File: src/rtl/vc_req_latency_tracker_pkg.sv
// Shared definitions for the vcache request latency tracker.
//   vc_ts_width_gp   : width of cycle timestamps and latencies
//   rec_state_e      : occupancy of the one-entry record output register
//   elapsed_cycles() : wrap-safe difference between two timestamps
// The record struct (vc_latency_rec_s) and the packet structs depend on
// coordinate/address widths, so they are declared in the top module.
package vc_req_latency_tracker_pkg;

  localparam int vc_ts_width_gp = 32;

  typedef enum logic {
    eRecEmpty = 1'b0,
    eRecFull  = 1'b1
  } rec_state_e;

  // Unsigned modulo-2^32 subtraction; a counter wrap between request and
  // return still yields the true cycle distance.
  function automatic logic [vc_ts_width_gp-1:0] elapsed_cycles(
    input logic [vc_ts_width_gp-1:0] now_cycle,
    input logic [vc_ts_width_gp-1:0] start_cycle
  );
    return now_cycle - start_cycle;
  endfunction

endpackage

File: src/rtl/vc_req_latency_fifo.sv
// Outstanding-request FIFO: holds {timestamp, src_x, src_y} for every
// forward request until its in-order return arrives.
//   clk_i, reset_i : clock, asynchronous active-high reset
//   v_i, data_i    : write an entry (caller guarantees room, or a same-cycle pop)
//   yumi_i         : retire the head entry (caller guarantees non-empty)
//   data_o         : head entry
//   full_o/empty_o : occupancy flags derived from the 0..els_p count
module vc_req_latency_fifo
  import vc_req_latency_tracker_pkg::*;
#(
  parameter int width_p = 40,
  parameter int els_p   = 16
) (
  input  logic               clk_i,
  input  logic               reset_i,
  input  logic               v_i,
  input  logic [width_p-1:0] data_i,
  input  logic               yumi_i,
  output logic [width_p-1:0] data_o,
  output logic               full_o,
  output logic               empty_o
);

  localparam int ptr_w_lp = $clog2(els_p);
  localparam logic [ptr_w_lp-1:0] ptr_one_lp  = (ptr_w_lp)'(1);
  localparam logic [ptr_w_lp:0]   cnt_one_lp  = (ptr_w_lp+1)'(1);
  localparam logic [ptr_w_lp:0]   cnt_full_lp = (ptr_w_lp+1)'(els_p);

  logic [width_p-1:0]  mem_r [els_p];
  logic [ptr_w_lp-1:0] wptr_r, rptr_r;
  logic [ptr_w_lp:0]   count_r;

  // Pointers wrap naturally because els_p is a power of two.
  always_ff @(posedge clk_i or posedge reset_i) begin
    if (reset_i) begin
      wptr_r  <= '0;
      rptr_r  <= '0;
      count_r <= '0;
    end else begin
      if (v_i)    wptr_r <= wptr_r + ptr_one_lp;
      if (yumi_i) rptr_r <= rptr_r + ptr_one_lp;
      case ({v_i, yumi_i})
        2'b10:   count_r <= count_r + cnt_one_lp;
        2'b01:   count_r <= count_r - cnt_one_lp;
        default: count_r <= count_r;
      endcase
    end
  end

  // When full with a same-cycle pop, wptr == rptr: the head is read this
  // cycle before the new entry overwrites that slot.
  always_ff @(posedge clk_i) begin
    if (v_i) mem_r[wptr_r] <= data_i;
  end

  assign data_o  = mem_r[rptr_r];
  assign full_o  = (count_r == cnt_full_lp);
  assign empty_o = (count_r == '0);

endmodule

File: src/rtl/vc_req_latency_tracker.sv
// Latency monitor on the tile/vcache link. Every accepted forward request
// is timestamped; the next accepted return (the link returns in order) is
// matched against it and a {src_x, src_y, latency} record is offered on a
// one-entry valid/ready output. Records arriving while the output is held
// are counted in dropped_o. Sticky flags report overflow, underflow and
// return-coordinate mismatch until reset.
//   clk_i, reset_i                 : clock, asynchronous active-high reset
//   fwd_packet_i/fwd_v_i/fwd_yumi_i: forward request and its acceptance
//   ret_packet_i/ret_v_i/ret_ready_i: return packet and its acceptance
//   global_ctr_i                   : free-running cycle counter
//   rec_v_o/rec_ready_i            : record handshake
//   rec_src_x_o/rec_src_y_o/rec_latency_o : record fields
//   dropped_o                      : saturating count of discarded records
//   overflow_o/underflow_o/mismatch_o : sticky error flags
// Packet layout (MSB..LSB):
//   forward: {addr, payload, src_y_cord, src_x_cord, y_cord, x_cord}
//   return : {payload, y_cord, x_cord}
module vc_req_latency_tracker
  import vc_req_latency_tracker_pkg::*;
#(
  parameter int link_addr_width_p = 32,
  parameter int data_width_p      = 32,
  parameter int x_cord_width_p    = 7,
  parameter int y_cord_width_p    = 7,
  parameter int els_p             = 16
) (
  input  logic                         clk_i,
  input  logic                         reset_i,
  input  logic [link_addr_width_p+data_width_p+2*x_cord_width_p+2*y_cord_width_p-1:0] fwd_packet_i,
  input  logic                         fwd_v_i,
  input  logic                         fwd_yumi_i,
  input  logic [data_width_p+x_cord_width_p+y_cord_width_p-1:0] ret_packet_i,
  input  logic                         ret_v_i,
  input  logic                         ret_ready_i,
  input  logic [vc_ts_width_gp-1:0]    global_ctr_i,
  output logic                         rec_v_o,
  input  logic                         rec_ready_i,
  output logic [x_cord_width_p-1:0]    rec_src_x_o,
  output logic [y_cord_width_p-1:0]    rec_src_y_o,
  output logic [vc_ts_width_gp-1:0]    rec_latency_o,
  output logic [31:0]                  dropped_o,
  output logic                         overflow_o,
  output logic                         underflow_o,
  output logic                         mismatch_o
);

  typedef struct packed {
    logic [link_addr_width_p-1:0] addr;
    logic [data_width_p-1:0]      payload;
    logic [y_cord_width_p-1:0]    src_y_cord;
    logic [x_cord_width_p-1:0]    src_x_cord;
    logic [y_cord_width_p-1:0]    y_cord;
    logic [x_cord_width_p-1:0]    x_cord;
  } fwd_packet_s;

  typedef struct packed {
    logic [data_width_p-1:0]   payload;
    logic [y_cord_width_p-1:0] y_cord;
    logic [x_cord_width_p-1:0] x_cord;
  } ret_packet_s;

  typedef struct packed {
    logic [x_cord_width_p-1:0] src_x;
    logic [y_cord_width_p-1:0] src_y;
    logic [vc_ts_width_gp-1:0] latency;
  } vc_latency_rec_s;

  typedef struct packed {
    logic [vc_ts_width_gp-1:0] ts;
    logic [x_cord_width_p-1:0] src_x;
    logic [y_cord_width_p-1:0] src_y;
  } fifo_entry_s;

  function automatic logic [31:0] sat_inc(input logic [31:0] v);
    return (v == 32'hFFFF_FFFF) ? v : v + 32'd1;
  endfunction

  fwd_packet_s     fwd_pkt;
  ret_packet_s     ret_pkt;
  fifo_entry_s     push_entry, head_entry;
  logic            fifo_full, fifo_empty;
  logic            push_req, pop_req, push_ok;
  logic            overflow_evt, underflow_evt, mismatch_evt;
  logic            vld_p0;
  vc_latency_rec_s rec_p0, rec_p1;
  rec_state_e      rec_state_r, rec_state_n;
  logic            rec_load, rec_drop;
  logic [31:0]     dropped_r;
  logic            overflow_r, underflow_r, mismatch_r;
  logic            unused_fields;

  assign fwd_pkt = fwd_packet_i;
  assign ret_pkt = ret_packet_i;
  assign unused_fields = ^{fwd_pkt.addr, fwd_pkt.payload, fwd_pkt.y_cord,
                           fwd_pkt.x_cord, ret_pkt.payload};

  // ---- stage p0: request/return matching against the FIFO head ----
  assign push_req = fwd_v_i & fwd_yumi_i;
  assign pop_req  = ret_v_i & ret_ready_i;
  assign vld_p0   = pop_req & ~fifo_empty;
  // A full FIFO still accepts a push when the head retires the same cycle.
  assign push_ok  = push_req & (~fifo_full | vld_p0);

  assign overflow_evt  = push_req & fifo_full & ~vld_p0;
  assign underflow_evt = pop_req & fifo_empty;
  assign mismatch_evt  = vld_p0 & ((ret_pkt.x_cord != head_entry.src_x) |
                                   (ret_pkt.y_cord != head_entry.src_y));

  assign push_entry = '{ts: global_ctr_i,
                        src_x: fwd_pkt.src_x_cord,
                        src_y: fwd_pkt.src_y_cord};

  assign rec_p0 = '{src_x: head_entry.src_x,
                    src_y: head_entry.src_y,
                    latency: elapsed_cycles(global_ctr_i, head_entry.ts)};

  vc_req_latency_fifo #(
    .width_p ($bits(fifo_entry_s)),
    .els_p   (els_p)
  ) u_fifo (
    .clk_i   (clk_i),
    .reset_i (reset_i),
    .v_i     (push_ok),
    .data_i  (push_entry),
    .yumi_i  (vld_p0),
    .data_o  (head_entry),
    .full_o  (fifo_full),
    .empty_o (fifo_empty)
  );

  always_ff @(posedge clk_i or posedge reset_i) begin
    if (reset_i) rec_state_r <= eRecEmpty;
    else         rec_state_r <= rec_state_n;
  end

  // A held record is never overwritten: a new record only loads when the
  // register is empty or the consumer takes the current one this cycle.
  always_comb begin
    rec_state_n = rec_state_r;
    rec_load    = 1'b0;
    rec_drop    = 1'b0;
    case (rec_state_r)
      eRecEmpty: begin
        if (vld_p0) begin
          rec_state_n = eRecFull;
          rec_load    = 1'b1;
        end
      end
      eRecFull: begin
        if (rec_ready_i) begin
          rec_load = vld_p0;
          if (!vld_p0) rec_state_n = eRecEmpty;
        end else begin
          rec_drop = vld_p0;
        end
      end
      default: rec_state_n = eRecEmpty;
    endcase
  end

  // ---- stage p1: record output register and sticky status ----
  always_ff @(posedge clk_i or posedge reset_i) begin
    if (reset_i) begin
      rec_p1      <= '0;
      dropped_r   <= '0;
      overflow_r  <= 1'b0;
      underflow_r <= 1'b0;
      mismatch_r  <= 1'b0;
    end else begin
      if (rec_load) rec_p1 <= rec_p0;
      if (rec_drop) dropped_r <= sat_inc(dropped_r);
      overflow_r  <= overflow_r  | overflow_evt;
      underflow_r <= underflow_r | underflow_evt;
      mismatch_r  <= mismatch_r  | mismatch_evt;
    end
  end

  assign rec_v_o       = (rec_state_r == eRecFull);
  assign rec_src_x_o   = rec_p1.src_x;
  assign rec_src_y_o   = rec_p1.src_y;
  assign rec_latency_o = rec_p1.latency;
  assign dropped_o     = dropped_r;
  assign overflow_o    = overflow_r;
  assign underflow_o   = underflow_r;
  assign mismatch_o    = mismatch_r;

endmodule

File: config.mk
export PLATFORM = sky130hd
export DESIGN_NAME = vc_req_latency_tracker
export DESIGN_NICKNAME = d
export VERILOG_FILES = /design/src/rtl/vc_req_latency_tracker_pkg.sv /design/src/rtl/vc_req_latency_fifo.sv /design/src/rtl/vc_req_latency_tracker.sv
export SDC_FILE = /design/constraint.sdc
export NUM_CORES = 1
export LEC_CHECK = 0
export BUFFER_PORTS_ARGS = -buffer_cell sky130_fd_sc_hd__buf_4
export CORE_MARGIN = 2
export CORE_UTILIZATION = 45
export CTS_CLUSTER_DIAMETER = 200
export DETAILED_ROUTE_END_ITERATION = 10
export PLACE_DENSITY_LB_ADDON = 0.2
export SLEW_MARGIN = 20
export SYNTH_ARGS = -nofsm -noshare
export SYNTH_HDL_FRONTEND = slang
export SYNTH_HIERARCHICAL = 1
export SYNTH_SLANG_ARGS = --single-unit
File: constraint.sdc
create_clock -name clk_i -period 3.8 [get_ports clk_i]
set_input_delay 0.19 -clock clk_i [delete_from_list [all_inputs] [get_ports clk_i]]
set_output_delay 0.19 -clock clk_i [all_outputs]
set_load 0.02 [all_outputs]
==> results.yml <==
sta:
  max_slew_margin_pct: 34.5
  finClkSkew_ns: 0.0274
  setup_viol: 0
  finalHoldViolations: 0
  maxSlewViolCount: 0
  fin_crit_sh_pct: 96.3
  finalCriticalPeriod_ns: 3.66
  tightest_slew_ns: 0.982
  setup_slack_ns: 0.140
  fmax_mhz: 273
clocking:
  clock_sinks: 831
  cts_tree: "yes"
  clock-root-buffer: "clkbuf_16"
  clk_pin_slew_ns: 0.06
  clk_latency_ns: 0.64
  h-tree-depth: 3
  cts_buffers: 86
  clockBufferDepth: 3
grt:
  antenna_found_initial: 2
  grt_pass1_wl_um: 125000
  first_global_vias: 19300
  overflow: 0
  grt_usage_pct: 21.8
  grt_max_degree: 68
final_layout:
  fillers: 5799
  utilization_pct: 54.8
  nNetsFinal: 2453
  area_growth_pct: 20.3
  drive_above_1_share_pct: 28.9
  multi_input_area_um2: 8910
  final_common_cell: "edfxtp_1"
  ff_latch_area_um2: 24500
  fin_cells: 3278
  final_cell_mix: "edfxtp_1, buf_4, mux4_2"
status:
  outcome: "finished, final reports clean"
setup_path:
  critPathArrivalTime_ns: 4.23
  cp_cell_sequence: "mux4_2 -> a22oi_1 -> nand2_1 -> ha_1 -> fa_1 -> nand2b_1 -> a21oi_2 -> buf_4 -> o21ai_2 -> o31a_1 -> or4_1 -> nand3_1"
  crit_buf_inv: 1
  cp_slowest_cell: "dfrtp_4"
  max_stage_delay_ns: 0.54
  end_kind: "register"
  r2r-end: "rec_latency_o[24]"
  start_kind: "register"
  r2r-start: "u_fifo/rptr_r[0]"
  ff2ff_path_depth: 12
  crit_type: "reg -> reg"
  crit_family: "simple AND/OR/NAND/NOR gates"
  required_ns: 4.37
  rrSetupSlack_ns: 0.14
  crit_path_max_fanout: 8
die:
  io_pins: 259
  core_um2: 74600
  row_count: 100
  dieArea_um2: 77700
  die_w_um: 279
  initial_core_util_pct: 45.5
  die_h_um: 279
min_path:
  whs_path_depth: 6
  holdCritStartpoint: "ret_packet_i[12]"
  min_path_type: "in -> reg"
  min_to: "mismatch_o"
detailed_routing:
  drt-wirelength-per-cell_um: 25.7
  ant_nets: 0
  vias_per_cell: 5.76
  wirelength_um: 84100
  drc_errors: 0
  drt_iter0_drc: 1633
  dr.pass1.iters: 5
  dr_total_vias: 18900
logic_synthesis:
  synth_top_area_cell: "edfxtp_1"
  synthTopCellsByArea: "edfxtp_1, mux4_2, dfrtp_1, a22oi_1, nand2_1"
  async_flop_share_pct: 11.4
  synth_top_area_share_pct: 65.1
  synth_edf_count: 736
  ys_ff_latch: 831
  synth_warnings: 6
  avgSynthCellArea_um2: 18.0
  netlist_instances: 1886
  ys.flop_type: "edfxtp_1"
  ys_types: 75
  synth_nets: 2105
  yosysSeqAreaShare_pct: 72.1
  syn_area_um2: 34000
placed_design:
  place_inst: 3054
  gp_congestion: 0.870
  dpl_worst_slack_ns: -0.0322
  port_buffers: 148
  hpwl_um: 50200
pwr:
  peakVddDrop_mv: 0.389
  power.leakage_nw: 14.4
  powerDensity_nw_per_um2: 778
run:
  drv_cap: 0
[area by class of cell]
cell class                      count  share of cell area [%]
Sequential cell                   831                    59.9
Multi-Input combinational cell    913                    21.8
Timing Repair Buffer              352                    7.94
Clock buffer                      110                    5.59
Tap cell                          969                    2.97
Clock inverter                     51                    1.29
Inverter                           50                   0.465
Antenna cell                        2                  0.0122
[worst register-to-register path: cells and delay by family, from the launching register on]
kind                       cells  cell delay, ns
DFF                            1            0.54
buffers and inverters          1            0.15
and+or+nand+nor                4            0.86
adders and majority gates      2            0.65
AOI/OAI and AO/OA              4            0.85
muxes                          1            0.53
[where the power goes]
part / internal (W) / switching, W / total (W)
Sequential: 0.0107 / 0.000407 / 0.0111
Clock: 0.00483 / 0.00351 / 0.00834
Combinational: 0.00558 / 0.00678 / 0.0124
[cells by family (layout without fill, tap and decap cells)]
logic type,after synthesis,count (layout),share of synthesized area [%]
adders and majority gates,42,42,1.57
xor gates and xnor gates,69,69,1.78
AOI/OAI and AO/OA,250,250,5.14
other,0,2,0
buffers and inverters,142,563,1.97
and+or+nand+nor,361,361,5.06
DFF,831,831,72.1
muxes,191,191,12.4
[sequential cells by signal (all words and copies together) (netlist names)]
register / cells
rec_src_x_o: 7
overflow_o: 1
u_fifo/count_r: 5
dropped_o: 32
rec_v_o: 1
underflow_o: 1
mismatch_o: 1
rec_src_y_o: 7
u_fifo/wptr_r: 4
u_fifo/mem_r: 736
u_fifo/rptr_r: 4
rec_latency_o: 32
[cell usage after synthesis (4+ instances only)]
cell type and n:
edfxtp_1 736, mux4_2 184, nand2_1 165, dfrtp_1 95
a22oi_1 94, nor2_1 50, clkbuf_1 49, inv_1 49
ha_1 41, a21oi_1 39, xor2_1 37, o21ai_0 33
xnor2_1 32, nand3_1 31, nand4_1 25, and2_1 19
buf_2 18, nor3_1 17, buf_6 13, nand2b_1 11
a21o_1 10, and3_1 9, buf_1 8, o21a_1 8
o31ai_1 8, o211ai_1 7, a31oi_1 6, o2111ai_1 5
a211o_1 4, buf_4 4, nor2_2 4, nor3b_1 4
or4_1 4
[through the flow]
step / instance area, µm² / total power [W] / TNS, ns / hold slack [ns]
floorplan: 34000 / 0.0187 / 0 / 0.0670
global placement: 37400 / 0.0233 / -0.0704 / 0.367
detailed placement: 37400 / 0.0234 / -0.0322 / 0.371
CTS: 40700 / 0.0319 / 0 / 0.0695
global route: 40900 / 0.0334 / -0.0106 / 0.105
finish: 40900 / 0.0318 / 0 / 0.104
[what timing repair did]
action | CTS | global route
cloned | 0 | 1
pin swaps | 0 | 3
gates resized for setup | 1 | 13
endpoints found under the setup margin | 2 | 16
setup buffers | 0 | 7
endpoints found under the hold margin | 817 | 0
hold buffers | 53 | 0
[routing by layer]
layer,GRT usage (%),up-vias,wire length (µm)
met2,36.6,570,41900
met4,4.73,2,1130
li1,-,8258,-
met1,30.5,9977,36200
met3,3.40,84,4820
met5,0,-,7
[worst max-delay path by stage]
stage	from	endpoint	slack, ns	cells after the start
3_5_place_dp	u_fifo/rptr_r[0]	rec_latency_o[24]	-0.03	12
4_1_cts	u_fifo/rptr_r[0]	rec_latency_o[24]	0.01	12
3_3_place_gp	u_fifo/rptr_r[0]	rec_latency_o[24]	-0.07	12
2_1_floorplan	u_fifo/rptr_r[1]	rec_latency_o[24]	0.25	14
5_1_grt	u_fifo/rptr_r[0]	rec_latency_o[31]	-0.01	13
6_report	u_fifo/rptr_r[0]	rec_latency_o[24]	0.14	12
(Power assumes the default switching activity.)
